## src/rtl/io_responder_pkg.sv

```systemverilog
// Shared definitions for the IO responder: word width, handshake states and
// the operation kinds latched when a request is accepted.
package io_responder_pkg;

   localparam int unsigned WORD_W = 16;

   typedef enum logic [1:0] {
      IDLE = 2'd0,
      WAIT = 2'd1,
      ACK  = 2'd2
   } state_t;

   typedef enum logic [2:0] {
      OP_LOAD  = 3'd0,
      OP_STORE = 3'd1,
      OP_FGET  = 3'd2,
      OP_FPUT  = 3'd3,
      OP_ERR   = 3'd4
   } op_t;

   // Both request lines high is a protocol error; it is acknowledged with no side effect.
   function automatic op_t op_decode(input logic rd, input logic wr, input logic sf);
      if (rd && wr)
         return OP_ERR;
      else if (rd)
         return sf ? OP_FGET : OP_LOAD;
      else
         return sf ? OP_FPUT : OP_STORE;
   endfunction

endpackage

```

## src/rtl/io_word_fifo.sv

```systemverilog
// Small word FIFO with natural-wrap pointers; pushes when full and pops when
// empty are ignored.
module io_word_fifo
   import io_responder_pkg::*;
#(
   parameter int unsigned DEPTH = 4
) (
   input  logic                     clock,
   input  logic                     reset,
   input  logic                     push,
   input  logic [WORD_W-1:0]        push_data,
   input  logic                     pop,
   output logic [WORD_W-1:0]        pop_data,
   output logic                     full,
   output logic                     empty,
   output logic [$clog2(DEPTH):0]   count
);

   localparam int unsigned AW = $clog2(DEPTH);
   localparam logic [AW:0] FULL_COUNT = (AW+1)'(DEPTH);

   logic [WORD_W-1:0] mem [DEPTH];
   logic [AW-1:0]     wr_ptr;
   logic [AW-1:0]     rd_ptr;
   logic              do_push;
   logic              do_pop;

   assign full     = (count == FULL_COUNT);
   assign empty    = (count == '0);
   assign do_push  = push && !full;
   assign do_pop   = pop && !empty;
   assign pop_data = mem[rd_ptr];

   always_ff @(posedge clock or negedge reset) begin
      if (!reset) begin
         wr_ptr <= '0;
         rd_ptr <= '0;
         count  <= '0;
         for (int unsigned i = 0; i < DEPTH; i++)
            mem[i] <= '0;
      end else begin
         if (do_push) begin
            mem[wr_ptr] <= push_data;
            wr_ptr      <= wr_ptr + 1'b1;
         end
         if (do_pop)
            rd_ptr <= rd_ptr + 1'b1;
         case ({do_push, do_pop})
            2'b10:   count <= count + 1'b1;
            2'b01:   count <= count - 1'b1;
            default: count <= count;
         endcase
      end
   end

endmodule

```

## src/rtl/io_responder.sv

```systemverilog
// Four-phase IO responder: serves loads/stores from host word FIFOs and
// frame-get/frame-put against a free-running frame counter.
module io_responder
   import io_responder_pkg::*;
#(
   parameter int unsigned DEPTH = 4
) (
   input  logic              clock,
   input  logic              reset,
   input  logic              io_read,
   input  logic              io_write,
   input  logic              selframe,
   input  logic [WORD_W-1:0] wdata,
   output logic              ioack,
   output logic [WORD_W-1:0] rdata,
   input  logic              in_valid,
   input  logic [WORD_W-1:0] in_data,
   output logic              in_ready,
   output logic              out_valid,
   output logic [WORD_W-1:0] out_data,
   input  logic              out_ready,
   input  logic              frame_tick,
   output logic [WORD_W-1:0] frame_out,
   output logic              frame_strobe,
   output logic              proto_err
);

   localparam int unsigned AW = $clog2(DEPTH);

   state_t            state_q, state_d;
   op_t               op_q, op_d;
   logic [WORD_W-1:0] opd_q, opd_d;
   logic              rd_q, wr_q, sf_q;
   logic [WORD_W-1:0] wdata_q;
   logic [WORD_W-1:0] frame_count;

   logic              in_full, in_empty, in_pop;
   logic [WORD_W-1:0] in_head;
   logic [AW:0]       in_count;
   logic              out_full, out_empty, out_push;
   logic [AW:0]       out_count;

   logic              done;
   logic              set_err;

   io_word_fifo #(.DEPTH(DEPTH)) u_in_fifo (
      .clock     (clock),
      .reset     (reset),
      .push      (in_valid),
      .push_data (in_data),
      .pop       (in_pop),
      .pop_data  (in_head),
      .full      (in_full),
      .empty     (in_empty),
      .count     (in_count)
   );

   io_word_fifo #(.DEPTH(DEPTH)) u_out_fifo (
      .clock     (clock),
      .reset     (reset),
      .push      (out_push),
      .push_data (opd_q),
      .pop       (out_ready),
      .pop_data  (out_data),
      .full      (out_full),
      .empty     (out_empty),
      .count     (out_count)
   );

   assign in_ready  = !in_full;
   assign out_valid = !out_empty;

   a_in_count:  assert property (@(posedge clock) disable iff (!reset) in_empty == (in_count == '0));
   a_out_count: assert property (@(posedge clock) disable iff (!reset) out_empty == (out_count == '0));

   // Request lines pass through one register stage, so acceptance sees them one edge late.
   always_ff @(posedge clock or negedge reset) begin
      if (!reset) begin
         rd_q    <= 1'b0;
         wr_q    <= 1'b0;
         sf_q    <= 1'b0;
         wdata_q <= '0;
      end else begin
         rd_q    <= io_read;
         wr_q    <= io_write;
         sf_q    <= selframe;
         wdata_q <= wdata;
      end
   end

   always_ff @(posedge clock or negedge reset) begin
      if (!reset) begin
         state_q <= IDLE;
         op_q    <= OP_LOAD;
         opd_q   <= '0;
      end else begin
         state_q <= state_d;
         op_q    <= op_d;
         opd_q   <= opd_d;
      end
   end

   always_comb begin
      state_d  = state_q;
      op_d     = op_q;
      opd_d    = opd_q;
      in_pop   = 1'b0;
      out_push = 1'b0;
      done     = 1'b0;
      set_err  = 1'b0;
      case (state_q)
         IDLE: begin
            if (rd_q || wr_q) begin
               state_d = WAIT;
               op_d    = op_decode(rd_q, wr_q, sf_q);
               opd_d   = wdata_q;
               set_err = rd_q && wr_q;
            end
         end
         WAIT: begin
            case (op_q)
               OP_LOAD:  done = !in_empty;
               OP_STORE: done = !out_full;
               default:  done = 1'b1;
            endcase
            in_pop   = done && (op_q == OP_LOAD);
            out_push = done && (op_q == OP_STORE);
            if (done)
               state_d = ACK;
         end
         ACK: begin
            if (!io_read && !io_write)
               state_d = IDLE;
         end
         default: state_d = IDLE;
      endcase
   end

   always_ff @(posedge clock or negedge reset) begin
      if (!reset) begin
         ioack        <= 1'b0;
         rdata        <= '0;
         frame_out    <= '0;
         frame_strobe <= 1'b0;
         frame_count  <= '0;
         proto_err    <= 1'b0;
      end else begin
         frame_strobe <= done && (op_q == OP_FPUT);
         if (frame_tick)
            frame_count <= frame_count + 1'b1;
         if (set_err)
            proto_err <= 1'b1;
         if (done) begin
            ioack <= 1'b1;
            case (op_q)
               OP_LOAD: rdata     <= in_head;
               OP_FGET: rdata     <= frame_count;
               OP_FPUT: frame_out <= opd_q;
               default: ;
            endcase
         end else if (state_q == ACK && state_d == IDLE) begin
            ioack <= 1'b0;
         end
      end
   end

endmodule

```

## config.mk

```make
export PLATFORM = sky130hd
export DESIGN_NAME = io_responder
export DESIGN_NICKNAME = d
export VERILOG_FILES = /design/src/rtl/io_responder_pkg.sv /design/src/rtl/io_word_fifo.sv /design/src/rtl/io_responder.sv
export SDC_FILE = /design/constraint.sdc
export NUM_CORES = 1
export LEC_CHECK = 0
export CAP_MARGIN = 20
export CORE_ASPECT_RATIO = 1.4
export CORE_MARGIN = 2
export CORE_UTILIZATION = 30
export CTS_CLUSTER_SIZE = 12
export DETAILED_ROUTE_END_ITERATION = 16
export PLACE_DENSITY = 0.5
export REMOVE_ABC_BUFFERS = 1
export SETUP_SLACK_MARGIN = 0.4
export SLEW_MARGIN = 20
export SYNTH_ARGS = -nofsm -noshare
export SYNTH_HDL_FRONTEND = slang
export SYNTH_HIERARCHICAL = 1
export SYNTH_SLANG_ARGS = --single-unit
```

## constraint.sdc

```tcl
create_clock -name clock -period 3.3 [get_ports clock]
set_clock_uncertainty 0.05 [all_clocks]
set_input_delay 0.33 -clock clock [delete_from_list [all_inputs] [get_ports clock]]
set_output_delay 0.33 -clock clock [all_outputs]
set_load 0.02 [all_outputs]
```

==> qor.txt <==
Final setup viols -> 0
CP Data Arrival Time -> 2.34 ns
largest net degree at the start of global routing -> 91
io pins -> 93
Slew @ Worst Pin -> 0.920 ns
worst rel slew slack -> 0.387
worst skew pair latency -> 0.52 ns
minimum clock period -> 2.72 ns
routed len/inst -> 18.1 um
first-pass GRT wire length -> 34900 um
WS Path Type -> reg2out
Max-Cap Viols -> 0
number of vias per cell -> 4.60
synthesized instance count -> 636
asr flop ratio synth -> 1.00
GRT Total Usage -> 0.129
GPL Wtd Cong -> 0.707
P&R area growth vs syn -> 23.3%
First DRT Iteration DRCs -> 182
vias in the first global route -> 6343
status -> complete, no violations
CP Data Required Time -> 2.92 ns
met2 WL -> 11300 um
share of power burned in registers -> 0.401
number of nets with antenna violations after routing -> 0
mean post-synth cell area -> 15.6 um2
DP HPWL -> 14500 um
Filler cells -> 3062
M1 WL -> 9170 um
clock share of power -> 0.237
fin nets -> 805
final wirelength -> 21900 um
sw frac -> 0.328
Port Buffers -> 92
Combinational Power Share -> 0.363
Yosys warnings -> 6
CTS Sinks -> 233
Tightest Hold Check Type -> in2reg
chip width -> 158 um
Tot Pwr -> 12.2 mW
Synth Register Bits -> 233
Met3 Wirelength -> 1010 um
Most used DFF post-synth -> dfrtp_1
Pleak -> 5.19 nW
final hold violations -> 0
Final Cycle Share -> 0.826
Worst setup EP type -> primary output
Crit Path Max Fanout -> 18
P_sw -> 4.01 mW
total grt overflow -> 0
CTS tree -> yes
fmax -> 367 MHz
antenna cell count -> 0
CTS HTree Levels -> 1
part of the Yosys area used for sequential elements -> 0.587
max-slew violation count -> 0
TNS Setup -> 0 ns
most common cell after layout, fill and taps aside -> dfrtp_1
Int Power -> 8.20 mW
number of synthesized flops with an enable pin -> 0
share of cells above drive strength 1 -> 0.375
clk slew on worst S/H paths -> 0.06 ns
Setup crit start kind -> flip-flop
Netlist Area Pre-Place -> 9940 um2
pwr/cell area -> 997 nW/um2
area of the multi-input gates -> 3840 um2
Root Driver -> clkbuf_16
highest metal layer with signal wires -> met5
Peak VDD IR -> 419 uV
Netlist cell types -> 41
Initial Utilization -> 0.306
die height -> 219 um
commonest cells after routing, fill and taps aside -> dfrtp_1 (233), mux2_2 (164), clkdlybuf4s50_1 (91)
RSZ-0062 raised after global routing -> false
core area -> 32500 um2
Post-Route Hold Slack -> 0.201 ns
routed vias -> 5566
FF+latch area -> 5830 um2
Die ar. -> 34600 um2
drt first pass iters -> 4
initial antenna violation count -> 3
clock buffer depth -> 3
row count -> 78
DRC -> 0
CTS Buf Count -> 27
kinds of logic (layout without fill, tap and decap cells):
family / Yosys count / count (layout) / share of synthesized area
AOI/OAI and AO/OA: 30 / 30 / 0.0244
xor gates and xnor gates: 27 / 27 / 0.0238
adders and majority gates: 13 / 13 / 0.0179
buffers and inverters: 40 / 175 / 0.0268
DFF: 233 / 233 / 0.587
muxes: 214 / 214 / 0.277
and+or+nand+nor: 79 / 79 / 0.0437
power by group through the flow:
stage / Clock (mW) / Combinational [mW] / Sequential (mW)
2_1_floorplan: 0 / 2.72 / 4.99
3_3_place_gp: 0 / 4.38 / 4.83
3_5_place_dp: 0 / 4.51 / 4.95
4_1_cts: 3.00 / 4.53 / 4.91
5_1_grt: 3.11 / 4.80 / 5.06
6_report: 2.89 / 4.43 / 4.90
worst max-delay path, stage by stage (launching register included):
cell and delay, ns:
dfrtp_1 0.32, buf_4 0.34, mux4_2 0.59, clkdlybuf4s50_1 0.57
through the flow:
stage               cell area (um2)  std cells   util  setup WS [ns]
floorplan                      9730        612      -          0.846
global placement              11400       1162  0.350          0.619
detailed placement            11400       1162  0.350          0.591
CTS                           12200       1211  0.377          0.496
global route                  12300       1211  0.377          0.447
finish                        12300       1211  0.377          0.576
timing repair:
item / CTS / global route
endpoints found under the setup margin: 0 / 2
gates resized for setup: 0 / 1
endpoints found under the hold margin: 86 / 0
setup buffers: 0 / 0
hold buffers: 1 / 0
path summary, 6_finish.rpt:
| kind | startpoint | to | slack [ns] | depth (start not counted) |
|---|---|---|---|---|
| worst min register to register | proto_err | proto_err | 0.42 | 1 |
| worst min-delay path | wdata[15] | wdata_q[15] | 0.20 | 1 |
| worst max-delay path | u_out_fifo/rd_ptr[0] | out_data[7] | 0.58 | 3 |
| worst max register to register | state_q[1] | u_in_fifo/count[2] | 0.74 | 10 |
| min in group asynchronous | reset | u_out_fifo/mem[12] | 0.39 | 2 |
| max in group asynchronous | reset | u_in_fifo/mem[0] | 1.89 | 3 |
final cells by class:
class | count | area share
Tap cell | 440 | 0.0449
Clock inverter | 9 | 0.00643
Inverter | 16 | 0.00490
Timing Repair Buffer | 111 | 0.0895
Clock buffer | 39 | 0.0645
Multi-Input combinational cell | 363 | 0.314
Sequential cell | 233 | 0.476
Yosys cell counts, types with 3 or more instances:
library cell,n,area (um2)
nor2_1,23,86.3
nand2_1,18,67.6
nor3_1,3,15.0
xnor2_1,16,140
nand3_1,7,35.0
nand2b_1,3,18.8
xor2_1,11,96.3
mux4_2,32,721
inv_1,15,56.3
and3_1,3,18.8
nor2_2,8,50.1
a21oi_1,6,30.0
buf_6,9,101
o21ai_0,3,15.0
a21oi_2,14,123
mux2_2,164,1850
buf_2,8,40.0
dfrtp_1,233,5830
nand4_1,5,31.3
mux2i_1,18,180
ha_1,11,138
routing by layer:
metal,GRT usage,vias to the layer above
li1,-,2496
met2,0.234,102
met1,0.153,2922
met5,0,-
met4,0.0324,6
met3,0.0276,40
sequential cells by signal, summed over array words and instances, names as in the netlist, 16 cells and up:
name,flops
frame_count,16
frame_out,16
opd_q,16
rdata,16
u_in_fifo/mem,64
u_out_fifo/mem,64
wdata_q,16
No activity file was read; power rests on OpenSTA's default activity.
